--- src/rtl/serial_gen_pkg.sv ---
// Shared definitions for the serial pattern generator.
// Contents: FSM state enum with a 4-bit encoding and the default word/FIFO sizes.
package serial_gen_pkg;

    localparam int DEFAULT_WIDTH = 4;
    localparam int DEFAULT_DEPTH = 2;

    typedef enum logic [3:0] {
        IDLE  = 4'd0,
        SHIFT = 4'd1,
        HOLD  = 4'd2
    } state_e;

endpackage

--- src/rtl/serial_pattern_generator_if.sv ---
// Word-in / bit-out bus of the serial pattern generator.
// Producer side: data, data_valid, hold in; data_ready back.
// Serial side:   out, out_valid, frame_start from the generator.
// master = word producer / serial consumer, slave = the generator itself.
interface serial_pattern_generator_if
    import serial_gen_pkg::*;
#(
    parameter int WIDTH = DEFAULT_WIDTH
);
    logic [WIDTH-1:0] data;
    logic             data_valid;
    logic             data_ready;
    logic             hold;
    logic             out;
    logic             out_valid;
    logic             frame_start;

    modport master (
        output data,
        output data_valid,
        output hold,
        input  data_ready,
        input  out,
        input  out_valid,
        input  frame_start
    );

    modport slave (
        input  data,
        input  data_valid,
        input  hold,
        output data_ready,
        output out,
        output out_valid,
        output frame_start
    );
endinterface

--- src/rtl/seq_word_fifo.sv ---
// Small synchronous word FIFO with asynchronous active-low reset.
// Ports: clk, rst_n; i_push/i_wdata write side; i_pop/o_rdata read side
// (o_rdata shows the head word combinationally); o_full, o_empty status.
// A push into an empty FIFO only becomes visible on the following edge.
module seq_word_fifo #(
    parameter int WIDTH = 4,
    parameter int DEPTH = 2
) (
    input  logic             clk,
    input  logic             rst_n,
    input  logic             i_push,
    input  logic [WIDTH-1:0] i_wdata,
    input  logic             i_pop,
    output logic [WIDTH-1:0] o_rdata,
    output logic             o_full,
    output logic             o_empty
);
    localparam int PTR_W = $clog2(DEPTH);
    localparam int CNT_W = PTR_W + 1;

    logic [WIDTH-1:0] r_mem [DEPTH];
    logic [PTR_W-1:0] r_wr_ptr;
    logic [PTR_W-1:0] r_rd_ptr;
    logic [CNT_W-1:0] r_count;
    logic             w_full;
    logic             w_empty;
    logic             w_push_ok;
    logic             w_pop_ok;

    assign w_full    = (r_count == CNT_W'(DEPTH));
    assign w_empty   = (r_count == {CNT_W{1'b0}});
    assign w_push_ok = i_push && !w_full;
    assign w_pop_ok  = i_pop && !w_empty;
    assign o_full    = w_full;
    assign o_empty   = w_empty;
    assign o_rdata   = r_mem[r_rd_ptr];

    // Storage array and write pointer; pointers wrap naturally since DEPTH is a power of two.
    always_ff @(posedge clk or negedge rst_n) begin
        if (!rst_n) begin
            for (int i = 0; i < DEPTH; i++) begin
                r_mem[i] <= {WIDTH{1'b0}};
            end
            r_wr_ptr <= {PTR_W{1'b0}};
        end else begin
            if (w_push_ok) begin
                r_mem[r_wr_ptr] <= i_wdata;
                r_wr_ptr        <= r_wr_ptr + PTR_W'(1);
            end
        end
    end

    // Read pointer and occupancy count; simultaneous push and pop leave the count unchanged.
    always_ff @(posedge clk or negedge rst_n) begin
        if (!rst_n) begin
            r_rd_ptr <= {PTR_W{1'b0}};
            r_count  <= {CNT_W{1'b0}};
        end else begin
            if (w_pop_ok) begin
                r_rd_ptr <= r_rd_ptr + PTR_W'(1);
            end
            case ({w_push_ok, w_pop_ok})
                2'b10:   r_count <= r_count + CNT_W'(1);
                2'b01:   r_count <= r_count - CNT_W'(1);
                default: r_count <= r_count;
            endcase
        end
    end
endmodule

--- src/rtl/serial_pattern_generator.sv ---
// Serial pattern generator: buffers WIDTH-bit words in a FIFO and shifts them
// out LSB first, one bit per clock, with no gap between queued words.
// Ports: clk, rst_n (async, active-low); bus (slave modport: data/data_valid/
// data_ready handshake, hold stall input, out/out_valid/frame_start serial
// outputs); busy (FIFO non-empty or FSM active); state (FSM code for debug).
module serial_pattern_generator
    import serial_gen_pkg::*;
#(
    parameter int WIDTH = DEFAULT_WIDTH,
    parameter int DEPTH = DEFAULT_DEPTH
) (
    input  logic                        clk,
    input  logic                        rst_n,
    serial_pattern_generator_if.slave   bus,
    output logic                        busy,
    output logic [3:0]                  state
);
    localparam int CNT_W = $clog2(WIDTH);
    localparam logic [CNT_W-1:0] CNT_LAST = CNT_W'(WIDTH - 1);

    localparam logic [3:0] ST_IDLE  = IDLE;
    localparam logic [3:0] ST_SHIFT = SHIFT;
    localparam logic [3:0] ST_HOLD  = HOLD;

    logic [3:0]       r_state;
    logic [WIDTH-1:0] r_sreg;
    logic [CNT_W-1:0] r_cnt;
    logic             r_out;
    logic             r_out_valid;
    logic             r_frame_start;

    logic [3:0]       w_state_nxt;
    logic [WIDTH-1:0] w_sreg_nxt;
    logic [CNT_W-1:0] w_cnt_nxt;
    logic             w_out_nxt;
    logic             w_out_valid_nxt;
    logic             w_frame_start_nxt;
    logic             w_pop;
    logic             w_push;
    logic [WIDTH-1:0] w_fifo_rdata;
    logic             w_fifo_full;
    logic             w_fifo_empty;

    assign w_push = bus.data_valid && !w_fifo_full;

    seq_word_fifo #(
        .WIDTH (WIDTH),
        .DEPTH (DEPTH)
    ) u_fifo (
        .clk     (clk),
        .rst_n   (rst_n),
        .i_push  (w_push),
        .i_wdata (bus.data),
        .i_pop   (w_pop),
        .o_rdata (w_fifo_rdata),
        .o_full  (w_fifo_full),
        .o_empty (w_fifo_empty)
    );

    // Next-state logic. HOLD with hold released behaves exactly like SHIFT so
    // that k cycles of hold cost exactly k idle output cycles.
    always_comb begin
        w_state_nxt       = r_state;
        w_sreg_nxt        = r_sreg;
        w_cnt_nxt         = r_cnt;
        w_out_nxt         = r_out;
        w_out_valid_nxt   = 1'b0;
        w_frame_start_nxt = 1'b0;
        w_pop             = 1'b0;
        case (r_state)
            ST_IDLE: begin
                if (!w_fifo_empty && !bus.hold) begin
                    w_pop       = 1'b1;
                    w_sreg_nxt  = w_fifo_rdata;
                    w_cnt_nxt   = {CNT_W{1'b0}};
                    w_state_nxt = ST_SHIFT;
                end else begin
                    w_state_nxt = ST_IDLE;
                end
            end
            ST_SHIFT, ST_HOLD: begin
                if (bus.hold) begin
                    w_state_nxt = ST_HOLD;
                end else begin
                    w_out_nxt         = r_sreg[r_cnt];
                    w_out_valid_nxt   = 1'b1;
                    w_frame_start_nxt = (r_cnt == {CNT_W{1'b0}});
                    if (r_cnt == CNT_LAST) begin
                        w_cnt_nxt = {CNT_W{1'b0}};
                        if (!w_fifo_empty) begin
                            // Chain the next word straight in, no idle bit between words.
                            w_pop       = 1'b1;
                            w_sreg_nxt  = w_fifo_rdata;
                            w_state_nxt = ST_SHIFT;
                        end else begin
                            w_state_nxt = ST_IDLE;
                        end
                    end else begin
                        w_cnt_nxt   = r_cnt + CNT_W'(1);
                        w_state_nxt = ST_SHIFT;
                    end
                end
            end
            default: begin
                w_state_nxt = ST_IDLE;
                w_cnt_nxt   = {CNT_W{1'b0}};
            end
        endcase
    end

    // FSM, shift register, bit counter and registered serial outputs.
    always_ff @(posedge clk or negedge rst_n) begin
        if (!rst_n) begin
            r_state       <= ST_IDLE;
            r_sreg        <= {WIDTH{1'b0}};
            r_cnt         <= {CNT_W{1'b0}};
            r_out         <= 1'b0;
            r_out_valid   <= 1'b0;
            r_frame_start <= 1'b0;
        end else begin
            r_state       <= w_state_nxt;
            r_sreg        <= w_sreg_nxt;
            r_cnt         <= w_cnt_nxt;
            r_out         <= w_out_nxt;
            r_out_valid   <= w_out_valid_nxt;
            r_frame_start <= w_frame_start_nxt;
        end
    end

    assign bus.data_ready  = !w_fifo_full;
    assign bus.out         = r_out;
    assign bus.out_valid   = r_out_valid;
    assign bus.frame_start = r_frame_start;
    assign busy            = !w_fifo_empty || (r_state != ST_IDLE);
    assign state           = r_state;
endmodule

--- src/flat_wrapper.sv ---
// flat-port wrapper written by rule: the top's interface ports become plain ports
module serial_pattern_generator_flat import serial_gen_pkg::*;
#(
    parameter int WIDTH = DEFAULT_WIDTH,
    parameter int DEPTH = DEFAULT_DEPTH
)
  (clk, rst_n, busy, state, bus_data, bus_data_valid, bus_hold, bus_data_ready, bus_out, bus_out_valid, bus_frame_start);
  serial_pattern_generator_if #(.WIDTH(WIDTH)) bus_i ();
  input  logic clk;
  input  logic rst_n;
  output logic busy;
  output logic [3:0] state;
  input wire logic [$bits(bus_i.data)-1:0] bus_data;
  input wire logic [$bits(bus_i.data_valid)-1:0] bus_data_valid;
  input wire logic [$bits(bus_i.hold)-1:0] bus_hold;
  output wire logic [$bits(bus_i.data_ready)-1:0] bus_data_ready;
  output wire logic [$bits(bus_i.out)-1:0] bus_out;
  output wire logic [$bits(bus_i.out_valid)-1:0] bus_out_valid;
  output wire logic [$bits(bus_i.frame_start)-1:0] bus_frame_start;
  assign bus_i.data = bus_data;
  assign bus_i.data_valid = bus_data_valid;
  assign bus_i.hold = bus_hold;
  assign bus_data_ready = bus_i.data_ready;
  assign bus_out = bus_i.out;
  assign bus_out_valid = bus_i.out_valid;
  assign bus_frame_start = bus_i.frame_start;
  serial_pattern_generator #(.WIDTH(WIDTH), .DEPTH(DEPTH)) u_core (.clk(clk), .rst_n(rst_n), .bus(bus_i), .busy(busy), .state(state));
endmodule
--- config.mk ---
export PLATFORM = sky130hd
export DESIGN_NAME = serial_pattern_generator_flat
export DESIGN_NICKNAME = d
export VERILOG_FILES = /design/src/rtl/serial_gen_pkg.sv /design/src/rtl/serial_pattern_generator_if.sv /design/src/rtl/seq_word_fifo.sv /design/src/rtl/serial_pattern_generator.sv /design/src/flat_wrapper.sv
export SDC_FILE = /design/constraint.sdc
export NUM_CORES = 1
export LEC_CHECK = 0
export BUFFER_PORTS_ARGS = -buffer_cell sky130_fd_sc_hd__clkbuf_2
export CORE_UTILIZATION = 49
export CTS_CLUSTER_DIAMETER = 40
export CTS_CLUSTER_SIZE = 20
export DETAILED_ROUTE_END_ITERATION = 8
export PLACE_DENSITY = 0.84
export SYNTH_ARGS = -nofsm -noshare
export SYNTH_HDL_FRONTEND = slang
export SYNTH_SLANG_ARGS = --single-unit
--- constraint.sdc ---
create_clock -name clk -period 1.8 [get_ports clk]
set_clock_uncertainty 0.05 [all_clocks]
set_input_delay 0.27 -clock clk [delete_from_list [all_inputs] [get_ports clk]]
set_output_delay 0.27 -clock clk [all_outputs]
set_load 0.05 [all_outputs]
* Yosys cells after proc, flatten, opt, wreduce, memory -nomap -nowiden
Cells that the tools add are included.
Widths: inputs -> output; s select.
** Storage, ports and cells
- Flip-flop bits (word level) :: 25
- Latch bits :: 0
- RAM bits :: 0
- Bits in read-only memories :: 0
- Input port bits :: 8
- Output and inout bits :: 9
- Word-level logic and storage cells :: 84
- Memories kept :: 0
** Operators by class
- Add/subtract/negate cells :: 5
- Multipliers :: 0
- Div/mod/pow operators :: 0
- Magnitude comparators :: 4
- Eq/ne operators :: 10
- Shift-type cells :: 0
- Mux-type cells :: 32
- Bitwise gates (word level) :: 3
- Reductions and logical operators :: 19
** Operators with widths (count)
- $mux 4 :: 9
- $pmux 4 s2 :: 2
- $mux 1 :: 12
- $bwmux 8 :: 1
- $pmux 2 s2 :: 2
- $eq 2x2->1 const B :: 3
- $mux 2 :: 3
- $logic_and 1x1->1 :: 5
- $reduce_and 5->1 :: 1
- $add 2x1->2 const B :: 2
- $demux 4 s1 :: 1
- $eq 4x1->1 const B :: 1
- $eq 4x2->1 const B :: 1
- $ge 2x2->1 const B :: 2
- $logic_not 2->1 :: 2
- $logic_not 4->1 :: 1
- $ne 2x1->1 const B :: 2
- $ne 2x2->1 const B :: 2
- $not 1->2 :: 2
- $reduce_and 2->1 :: 2
- $reduce_bool 2->1 :: 2
- $reduce_bool 4->1 :: 1
- $logic_not 1->1 :: 3
- $lt 2x3->1 const B :: 1
- 9 further kinds :: 10

* Depth between registers and ports, before layout
Gate-level depths: netlist of run 1.
- Depth after elaboration :: 8
- Mapped depth :: 8
- Mapped depth without buffers :: 8

* By module
A second synthesis of run 1 with hierarchy kept.
** Second synthesis, totals
- Cells, all modules :: 90
- Area total of the unflattened synthesis :: 1138.6 µm²
** By module, submodules not included
- serial_pattern_generator :: times used 1, cells an instance 51, area an instance 581.8 µm², sequential area each 275.3 µm²
- seq_word_fifo :: times used 1, cells an instance 39, area an instance 556.8 µm², sequential area each 300.3 µm²

* Worst setup path before layout of run 1
Ideal clock, no wire load.
- Path type :: register to register
- From :: reg u_core.r_state[0], in the netlist u_core.state[0]
- To :: reg u_core.u_fifo.r_count[1]
- Setup time :: 129 ps
- Arrival time :: 1879 ps
- Required time :: 1621 ps
- Path slack :: -257 ps
- Cell stages (with the launch flop) :: 9
- Buffers on the path :: 0
- Clock period less this slack :: 2057 ps
- Cell sequence :: dfrtp_1 > inv_1 > ha_1 > a21oi_1 > nor4_4 > ha_1 > xnor2_1 > nor2_1 > xor2_1
** Between the ends
- Longest elaborated chain between the ends :: 6
- Elaborated cells between the ends (all ways) :: 10
- Those cells by class :: 4 x eq/ne; 2 x mux; 4 x reduce/logical
** RTL lines
- start, declared :: line serial_pattern_generator.sv:25 : logic [3:0] r_state;
- start signal, assigned :: line serial_pattern_generator.sv:121 : r_state <= w_state_nxt;
- $eq 4x1->1 or $eq 4x2->1 (tied branches) :: line serial_pattern_generator.sv:70 : case (r_state)
- $reduce_or 2->1 :: line serial_pattern_generator.sv:70
- $pmux 1 s2 (*) :: line serial_pattern_generator.sv:70
- $logic_and 1x1->1 (*) :: line seq_word_fifo.sv:33 : assign w_pop_ok = i_pop && !w_empty;
- via u_core.u_fifo.w_pop_ok :: line seq_word_fifo.sv:28 : logic w_pop_ok;
- $eq 2x1->1 or $eq 2x2->1 (tied branches) :: line seq_word_fifo.sv:62 : case ({w_push_ok, w_pop_ok})
- $pmux 2 s2 or $reduce_bool 2->1 (tied branches)
- end signal, assigned :: line seq_word_fifo.sv:63 : 2'b10: r_count <= r_count + CNT_W'(1);
- end signal, assigned :: line seq_word_fifo.sv:64 : 2'b01: r_count <= r_count - CNT_W'(1);
- end signal, assigned :: line seq_word_fifo.sv:65 : default: r_count <= r_count;
- end, declared :: line seq_word_fifo.sv:24 : logic [CNT_W-1:0] r_count;
The timed path passes the listed nets; every way through them passes the cells marked *.
A chain may end at the register's enable or synchronous reset.

* Final worst setup path of run 1
- From :: reg u_core.r_state[0], in the netlist u_core.state[0]
- To :: out busy
** Between the ends
- Longest elaborated chain between the ends :: 2
** RTL lines
- $reduce_bool 4->1 :: line serial_pattern_generator.sv:134 : assign busy = !w_fifo_empty || (r_state != ST_IDLE);
- $logic_or 1x1->1 :: line serial_pattern_generator.sv:134
- end, declared :: line flat_wrapper.sv:11 : output logic busy;
No other way between the ends.

==> impl_summary.txt, run 1 <==
----------------------------------------------------
[Placed design]
  Post-detail-place hpwl ... 1.29 mm
  Worst-case setup slack after placement ... 88.9 ps
  Number of cells in the design after placement ... 126
  Final Wtd Congestion ... 0.808
  Port-buffer cells ... 14
  Cell area after placement ... 1240 um2

[Timing]
  Final worst path period share ... 102%
  Final Hold Viols ... 0
  Number of max-slew violations in the final report ... 0
  Total Neg Setup Slack ... -44.0 ps
  Min Clock Period, post-route ... 1840 ps
  Actual transition at the worst max-transition pin ... 552 ps
  Final number of setup-violating endpoints ... 1
  Max frequency ... 542 MHz
  Max-slew headroom at the worst pin ... 63.2%
  Worst-case setup margin in the final layout ... -44.0 ps
  Setup repair after global routing missed its margin ... yes

[Job]
  Number of max-capacitance violations reported ... 0

[Setup path]
  Maximum fanout along the worst path ... 3
  Crit path cell chain ... inv_2 -> ha_4 -> or3b_4 -> clkbuf_16
  CP peak stage delay ... 430 ps
  CP Capture Type ... output pin
  Worst EP arrival ... 1520 ps
  Worst reg-to-reg setup slack ... 10 ps
  Endpoint of the lowest-slack register-to-register path ... u_core.u_fifo.r_count[1]$_DFFE_PN0P_
  Data required time of the critical path ... 1480 ps
  Start point of the critical path ... u_core.state[0]$_DFF_PN0_
  Critical Path Source Type ... register
  Launching point of the worst reg2reg path ... u_core.state[0]$_DFF_PN0_
  Classification of the worst setup path ... register to output pin
  Worst-case reg-to-reg path depth ... 7
  Critical-path cell with the highest stage delay ... sky130_fd_sc_hd__dfrtp_2

[Synthesis]
  Share of synthesized cell area in and, or, nand and nor gates ... 12.0%
  Area share of xor/xnor cells in the synthesized design ... 3.90%
  Combinational family with the most area after synthesis ... multiplexers
  Compound-gate portion of the synthesized area ... 4.91%
  Fraction of the yosys area taken by sequential cells ... 51.3%
  Mux contribution to synthesized area ... 19.0%
  Area share of fa/ha/maj cells after synthesis ... 5.57%
  Synthesized area divided by synthesized cell count ... 13.2 um2
  Yosys synthesis warning count ... 0
  #FFs+latches synth ... 23
  Summed instance area of the synthesized netlist ... 1120 um2
  Instance count of the mapped netlist ... 85
  Count of different cell masters after synthesis ... 26

[Outcome]
  Outcome ... finished with violations
  Failing checks ... setup timing

[Clock network]
  Maximum count of clock buffers along a single path ... 2
  Later-pin clock latency in the skew report ... 300 ps
  Clock-pin slew reported for the worst setup and hold paths after clock tree synthesis ... 120 ps
  Clock sink count ... 23
  TritonCTS Buffers ... 3
  CTS H-tree lvls ... 1
  Clock root buffer ... sky130_fd_sc_hd__clkbuf_4
  TritonCTS clock tree ... yes

[GRT]
  Global-route total usage across every layer ... 17.6%
  Initial antenna violation count ... 0
  Via count of the first global-routing pass ... 756
  Largest net degree at the start of global routing ... 24
  First-pass GRT wire length ... 3.30 mm
  Global route overflow ... 0

[Cells and area]
  Antenna Cells ... 0
  Non-Filler Cell Area, Final ... 1370 um2
  Proportion of layout cells with a drive suffix above 1 ... 54.1%
  Number of nets at the end of the flow ... 123
  Non-filler instance count after layout ... 136
  Signed area change from the synthesized netlist to the final layout ... 21.6%

[Detailed routing]
  Overall via count from detail_route ... 711
  Via density ... 5.23
  Detailed-route wire length ... 1.83 mm
  Drt first-iter violations ... 11
  Post-route DRC violation count ... 0
  Count of nets left with antenna violations after detail routing ... 0
  Routed length per placed instance ... 13.4 um
  First-pass detailed-route iteration total ... 4

[Worst hold path]
  Startpoint of the most critical hold path ... bus_data[0]
  Hold Crit Class ... input port to register
  Hold path cells ... 2
  Endpoint with the worst hold slack ... u_core.u_fifo.r_mem[0]$_DFFE_PN0P_

[Floorplanning]
  Core ar. ... 2060 um2
  I/O pin cnt ... 17
  Effective utilization at floorplan ... 54.4%
  Total Die Area ... 2490 um2
  Cell Rows ... 16
  Horiz. Die Dim ... 49.9 um
  Die H ... 49.9 um

[Power and ir drop]
  Pwr Density ... 2060 nW/um2
  Leakage power figure ... 0.000625 uW
  Largest vdd supply drop ... 1.34 mV

----------------------------------------------------
-- flip-flops by register name, summed over array words and instances (netlist names) --
| name | cells |
|---|---|
| u_core.r_cnt | 2 |
| u_core.r_sreg | 4 |
| u_core.state | 2 |
| u_core.bus.frame_start | 1 |
| u_core.u_fifo.r_wr_ptr | 1 |
| u_core.bus.out | 1 |
| u_core.u_fifo.r_count | 2 |
| u_core.bus.out_valid | 1 |
| u_core.u_fifo.r_mem | 8 |
| u_core.u_fifo.r_rd_ptr | 1 |
-- stage by stage --
| step | total power [uW] | utilization [%] | hold WS, ps |
|---|---|---|---|
| CTS | 2740 | 64.5 | 159 |
| global placement | 2330 | 60.2 | 225 |
| global route | 3010 | 66.2 | 157 |
| floorplan | 2110 | - | -75.6 |
| detailed placement | 2380 | 60.2 | 236 |
| finish | 2810 | 66.2 | 163 |
-- cell usage after synthesis, drive strengths merged --
cell type | n | area share, %
a22o | 2 | 1.6
xnor2 | 3 | 2.3
and2 | 1 | 0.56
mux4 | 1 | 2.0
inv | 5 | 1.7
nor3 | 1 | 1.4
nor4 | 1 | 1.9
nand2 | 6 | 2.0
nand2b | 2 | 1.8
nand3 | 1 | 0.89
xor2 | 2 | 1.6
a21bo | 1 | 0.89
dfrtp | 23 | 51
buf | 2 | 1.3
o21ai | 2 | 0.89
mux2i | 1 | 0.89
mux2 | 16 | 16
a211oi | 1 | 0.67
nor2 | 4 | 1.6
ha | 5 | 5.6
conb | 1 | 0.33
or3b | 1 | 0.78
a21oi | 2 | 0.89
and3b | 1 | 1.1
-- worst max path at each step --
stage	to	cells after the start
2_1_floorplan	u_core.u_fifo.r_count[1]$_DFFE_PN0P_	7
3_3_place_gp	busy	4
3_5_place_dp	u_core.u_fifo.r_count[1]$_DFFE_PN0P_	5
4_1_cts	busy	4
5_1_grt	busy	4
6_report	busy	4
-- cell usage in the layout (no fill, tap or decap), drive strengths merged --
cell type,netlist,layout
nand3,1,1
mux2,16,16
a22o,2,2
xor2,2,2
nand2b,2,2
o21ai,2,2
or3b,1,1
a21oi,2,2
ha,5,5
conb,1,2
and2,1,1
a211oi,1,1
and3b,1,1
inv,5,5
nor4,1,1
dfrtp,23,23
nor2,4,4
mux4,1,1
nor3,1,1
clkbuf,0,18
nand2,6,6
dlygate4sd3,0,1
a21bo,1,1
buf,2,6
xnor2,3,3
mux2i,1,1
-- report_power, final --
part | leakage [uW] | switching, uW | internal (uW) | total (uW)
Clock | 0.0000150 | 142 | 86.2 | 228
Combinational | 0.000332 | 808 | 803 | 1610
Sequential | 0.000278 | 192 | 781 | 972
-- critical path, delay by kind of cell (launching register included) --
family                     cells  cell delay (ps)
DFF                            1              430
buffers and inverters          2              260
adders and majority gates      1              140
and+or+nand+nor                1              400
-- routing by layer --
layer	wire length, um	vias to the layer above	part of all wire, %	global-route usage [%]
met5	0	-	0	0
met4	7	0	0.38	5.71
met3	71	2	3.9	2.78
met2	959	18	53	29.1
met1	786	355	43	23.4
li1	-	336	-	-
-- repair_timing --
item / 4_1_cts / 5_1_grt
gates resized for setup: 4 / 6
setup buffers: 4 / 1
cloned: 0 / 0
pin swaps: 2 / 3
setup endpoints to repair: 1 / 2
hold endpoints to repair: 23 / 0
hold buffers: 1 / 0
-- logic make-up (layout without fill, tap and decap cells) --
logic type,after synthesis,after routing
flip-flops,23,23
multiplexers,18,18
AND/OR/NAND/NOR,18,18
AO/OA/AOI/OAI,8,8
buffers and inverters,7,30
adder cells (fa/ha/maj),5,5
XOR/XNOR,5,5
other,1,2
-- final cells by class --
class                   instances  area (um2)
clock buffers                   4        26.3
fillers                       150         697
inverters                       5        18.8
multi-input cells              56         563
flip-flops and latches         23         578
well taps                      27        33.8
repair buffers                 21         145
No activity file was read; power rests on OpenSTA's default activity.
==> run 2, diff against run 1 <==
- SKIP_CTS_REPAIR_TIMING: not set -> 1
==> impl_summary.txt, run 2 (same netlist as run 1, synthesis figures left out) <==
----------------------------------------------------
[Power and ir drop]
  Share of power burned in the clock network ... 8.7%
  Leakage power figure ... 0.000590 uW
  Share of total power consumed by net switching ... 41.1%
  Internal portion of total power ... 1540 uW
  Part of the power in registers ... 37.4%
  Portion of total power attributed to combinational logic ... 53.9%
  Switch Pwr ... 1070 uW
  Largest vdd supply drop ... 1.30 mV
  Pwr Density ... 2020 nW/um2

[Timing]
  Final number of setup-violating endpoints ... 1
  Total Neg Setup Slack ... -47.5 ps
  Number of max-slew violations in the final report ... 0
  Max frequency ... 541 MHz
  Max-slew headroom at the worst pin ... 62.7%
  Actual transition at the worst max-transition pin ... 559 ps
  Worst-case setup margin in the final layout ... -47.5 ps
  Final Hold Viols ... 0
  Setup repair after global routing missed its margin ... yes
  Min Clock Period, post-route ... 1850 ps
  Final worst path period share ... 103%

[Clock network]
  Later-pin clock latency in the skew report ... 300 ps
  Clock sink count ... 23
  CTS H-tree lvls ... 1
  Clock root buffer ... sky130_fd_sc_hd__clkbuf_4
  Clock-pin slew reported for the worst setup and hold paths after clock tree synthesis ... 120 ps
  TritonCTS clock tree ... yes
  Maximum count of clock buffers along a single path ... 2
  TritonCTS Buffers ... 3

[Cells and area]
  Top library cells by usage in the layout, fill and taps aside ... sky130_fd_sc_hd__dfrtp_1, sky130_fd_sc_hd__mux2_2, sky130_fd_sc_hd__clkbuf_2, sky130_fd_sc_hd__nand2_1
  Antenna Cells ... 0
  Flip-flop count of the largest register after layout ... 8
  Proportion of layout cells with a drive suffix above 1 ... 48.1%
  Register containing the most flip-flops in the final layout ... u_core.u_fifo.r_mem
  Signed area change from the synthesized netlist to the final layout ... 14.8%
  Non-filler instance count after layout ... 131
  Register cell area after layout ... 578 um2
  Most frequent standard cell in the layout excluding fill and tap cells ... sky130_fd_sc_hd__dfrtp_1
  Largest regs ... u_core.u_fifo.r_mem: 8 flops, u_core.r_sreg: 4 flops
  Area taken by multi-input logic gates ... 538 um2
  Number of nets at the end of the flow ... 118
  Final-layout fill cell count ... 163

[Detailed routing]
  Detailed-route wire length ... 1.63 mm
  Routed length per placed instance ... 12.5 um
  Drt first-iter violations ... 11
  Overall via count from detail_route ... 666
  First-pass detailed-route iteration total ... 3
  Count of nets left with antenna violations after detail routing ... 0
  Via density ... 5.08
  Post-route DRC violation count ... 0

[Setup path]
  Critical Path Source Type ... register
  Critical-path cell with the highest stage delay ... sky130_fd_sc_hd__dfrtp_2
  Worst EP arrival ... 1530 ps
  CP Capture Type ... output pin
  Crit path cell chain ... inv_2 -> ha_4 -> or3b_4 -> buf_6
  CP peak stage delay ... 440 ps
  Classification of the worst setup path ... register to output pin
  Data required time of the critical path ... 1480 ps
  Kind of cell adding the most delay to the critical path ... flip-flops
  Maximum fanout along the worst path ... 6
  Buffers & Inverters on Critical Path ... 2

[Floorplanning]
  Cell Rows ... 16
  Core ar. ... 2060 um2
  I/O pin cnt ... 17
  Total Die Area ... 2490 um2
  Effective utilization at floorplan ... 54.4%
  Die H ... 49.9 um
  Horiz. Die Dim ... 49.9 um

[Outcome]
  Outcome ... finished with violations
  Failing checks ... setup timing

[Worst hold path]
  Hold Crit Class ... input port to register

[GRT]
  Global route overflow ... 0
  First-pass GRT wire length ... 3.06 mm
  Initial antenna violation count ... 0
  Via count of the first global-routing pass ... 712
  Global-route total usage across every layer ... 16.3%
  Largest net degree at the start of global routing ... 24

[Placed design]
  Worst-case setup slack after placement ... 88.9 ps
  Final Wtd Congestion ... 0.808
  Number of cells in the design after placement ... 126
  Post-detail-place hpwl ... 1.29 mm
  Port-buffer cells ... 14

[Job]
  Number of max-capacitance violations reported ... 0

----------------------------------------------------
[run 2: changes by cell type in the layout (fill, tap and decap cells not counted), sizes merged]
cell    delta
buf        -4
clkbuf     -1
[run 2: worst paths after layout]
check,from,end,slack [ps],depth (start not counted)
setup / recovery,u_core.state[0]$_DFF_PN0_,busy,-50,4
hold / removal,bus_data[0],u_core.u_fifo.r_mem[0]$_DFFE_PN0P_,160,2
setup reg to reg,u_core.state[0]$_DFF_PN0_,u_core.u_fifo.r_count[1]$_DFFE_PN0P_,90,5
hold reg to reg,u_core.bus.out$_DFFE_PN0P_,u_core.bus.out$_DFFE_PN0P_,450,2
max in group asynchronous,rst_n,u_core.state[0]$_DFF_PN0_,880,2
min in group asynchronous,rst_n,u_core.r_sreg[2]$_DFFE_PN0P_,430,2
[run 2: layer usage]
layer | vias to the layer above | track usage [%] | wire length (um)
li1 | 325 | - | -
met1 | 329 | 22.6 | 749
met2 | 10 | 25.5 | 828
met3 | 2 | 2.78 | 45
met4 | 0 | 5.71 | 7
met5 | - | 0 | 0
[run 2: layout make-up]
cell class | instances | share of cell area (%)
sequential | 23 | 44.9
multi-input combinational | 56 | 41.7
timing repair buffer | 16 | 7.28
tap | 27 | 2.62
clock buffer | 4 | 2.04
inverter | 5 | 1.46
[run 2: per-stage QoR]
step                instance area, um2  utilization (%)  hold slack (ps)  power, uW
global placement                  1240             60.2              225       2330
finish                            1290             62.5              164       2610
detailed placement                1240             60.2              236       2380
CTS                               1270             61.5             -101       2610
global route                      1290             62.5              157       2820
floorplan                         1140                -            -75.6       2110
[run 2: power groups by stage]
| stage | Combinational, uW | Sequential, uW | Clock, uW |
|---|---|---|---|
| floorplan | 975 | 1130 | 0 |
| global placement | 1360 | 971 | 0 |
| detailed placement | 1390 | 989 | 0 |
| CTS | 1400 | 974 | 235 |
| global route | 1550 | 1020 | 256 |
| finish | 1410 | 975 | 227 |
==> run 3, diff against run 2 <==
- CORE_UTILIZATION: 49 -> 52
- CTS_BUF_LIST: not set -> sky130_fd_sc_hd__clkbuf_2 sky130_fd_sc_hd__clkbuf_4 sky130_fd_sc_hd__clkbuf_8
- CTS_CLUSTER_DIAMETER: 40 -> not set
- PLACE_DENSITY: 0.84 -> 0.88
==> impl_summary.txt, run 3 (same netlist as run 1, synthesis figures left out) <==
----------------------------------------------------
[Timing]
  Worst hold slack after final layout ... 144 ps
  Final Hold Viols ... 0
  Max frequency ... 539 MHz
  Min Clock Period, post-route ... 1860 ps
  Total Neg Setup Slack ... -72.1 ps
  Setup repair after global routing missed its margin ... yes
  Max-slew headroom at the worst pin ... 63.2%
  Final worst path period share ... 103%
  Worst-case setup margin in the final layout ... -56.4 ps
  Number of max-slew violations in the final report ... 0
  Final number of setup-violating endpoints ... 2
  Actual transition at the worst max-transition pin ... 552 ps

[Placed design]
  Post-detail-place hpwl ... 1.25 mm
  Number of cells in the design after placement ... 126
  Port-buffer cells ... 14
  Final Wtd Congestion ... 0.778

[Clock network]
  Clock root buffer ... sky130_fd_sc_hd__clkbuf_4
  Clock-pin slew reported for the worst setup and hold paths after clock tree synthesis ... 120 ps
  TritonCTS Buffers ... 3
  Clock sink count ... 23
  Later-pin clock latency in the skew report ... 310 ps
  Maximum count of clock buffers along a single path ... 2
  TritonCTS clock tree ... yes
  CTS H-tree lvls ... 1

[Cells and area]
  Largest regs ... u_core.u_fifo.r_mem: 8 flops, u_core.r_sreg: 4 flops
  Most frequent standard cell in the layout excluding fill and tap cells ... sky130_fd_sc_hd__dfrtp_1
  Proportion of layout cells with a drive suffix above 1 ... 51.4%
  Register containing the most flip-flops in the final layout ... u_core.u_fifo.r_mem
  Number of nets at the end of the flow ... 121
  Top library cells by usage in the layout, fill and taps aside ... sky130_fd_sc_hd__dfrtp_1, sky130_fd_sc_hd__mux2_2, sky130_fd_sc_hd__clkbuf_2, sky130_fd_sc_hd__nand2_1
  Antenna Cells ... 0
  Non-filler instance count after layout ... 134
  Signed area change from the synthesized netlist to the final layout ... 19.1%
  Flip-flop count of the largest register after layout ... 8

[Power and ir drop]
  Largest vdd supply drop ... 1.12 mV
  Pwr Density ... 2050 nW/um2
  Leakage power figure ... 0.000618 uW
  Power, Total ... 2750 uW

[Setup path]
  CP Capture Type ... output pin
  CP peak stage delay ... 440 ps
  Endpoint of the lowest-slack register-to-register path ... u_core.u_fifo.r_count[1]$_DFFE_PN0P_
  Classification of the worst setup path ... register to output pin
  Data required time of the critical path ... 1480 ps
  Maximum fanout along the worst path ... 5
  Critical-path cell with the highest stage delay ... sky130_fd_sc_hd__dfrtp_2
  Worst-case reg-to-reg path depth ... 8
  Launching point of the worst reg2reg path ... u_core.state[0]$_DFF_PN0_
  Worst reg-to-reg setup slack ... -20 ps
  Critical Path Source Type ... register
  Crit path cell chain ... inv_2 -> ha_4 -> or3b_4 -> buf_8
  Worst EP arrival ... 1540 ps

[GRT]
  Largest net degree at the start of global routing ... 24
  Global route overflow ... 0
  Global-route total usage across every layer ... 16.7%
  Via count of the first global-routing pass ... 679
  First-pass GRT wire length ... 2.93 mm
  Initial antenna violation count ... 0

[Floorplanning]
  Core ar. ... 2000 um2
  Effective utilization at floorplan ... 56.1%
  Total Die Area ... 2350 um2
  Horiz. Die Dim ... 48.5 um
  Die H ... 48.5 um
  Cell Rows ... 16
  I/O pin cnt ... 17

[Detailed routing]
  Count of nets left with antenna violations after detail routing ... 0
  Routed length per placed instance ... 12.6 um
  Overall via count from detail_route ... 698
  Post-route DRC violation count ... 0
  Drt first-iter violations ... 9
  First-pass detailed-route iteration total ... 5
  Detailed-route wire length ... 1.68 mm
  Via density ... 5.21

[Worst hold path]
  Startpoint of the most critical hold path ... bus_data[1]
  Hold Crit Class ... input port to register
  Endpoint with the worst hold slack ... u_core.u_fifo.r_mem[1]$_DFFE_PN0P_
  Hold path cells ... 2

[Job]
  Number of max-capacitance violations reported ... 0

[Outcome]
  Outcome ... finished with violations
  Failing checks ... setup timing

----------------------------------------------------
==> run 3: power breakdown <==
group	total, uW	switching, uW	internal, uW
clock network	244	143	102
registers	978	196	781
logic	1520	766	758
total	2750	1100	1640
==> run 3: routing by layer <==
metal / vias up / track usage, % / wire (um)
li1: 331 / - / -
met1: 345 / 20.3 / 750
met2: 17 / 27.7 / 842
met3: 5 / 2.83 / 57
met4: 0 / 10.3 / 33
met5: - / 0 / 0
==> run 3: stage by stage <==
step           setup WS, ps  util (%)  area [um2]
2_1_floorplan          14.2         -        1140
3_3_place_gp            144      62.0        1240
3_5_place_dp            120      62.0        1240
4_1_cts                -237      63.5        1270
5_1_grt                -129      66.8        1340
6_report              -56.4      66.8        1340
==> run 3: area by class of cell <==
class                      instances  area (um2)
tap                               27        33.8
timing repair buffer              19         120
inverter                           5        18.8
fill                             169         666
multi-input combinational         56         556
sequential                        23         578
clock buffer                       4        30.0
==> run 3: how the worst max path moves through the flow <==
stage / cells past startpoint / start / endpoint / slack [ps]
floorplan: 7 / u_core.state[0]$_DFF_PN0_ / u_core.u_fifo.r_count[1]$_DFFE_PN0P_ / 10
global placement: 4 / u_core.state[0]$_DFF_PN0_ / busy / 140
detailed placement: 5 / u_core.state[0]$_DFF_PN0_ / u_core.u_fifo.r_count[1]$_DFFE_PN0P_ / 120
CTS: 4 / u_core.state[0]$_DFF_PN0_ / busy / -240
global route: 4 / u_core.state[1]$_DFF_PN0_ / busy / -130
finish: 4 / u_core.state[1]$_DFF_PN0_ / busy / -60
==> run 3: critical path: cells and delay by family (launching register included) <==
kind,cells,cell delay (ps)
adder cells (fa/ha/maj),1,150
buffers and inverters,2,230
flip-flops,1,440
AND/OR/NAND/NOR,1,400
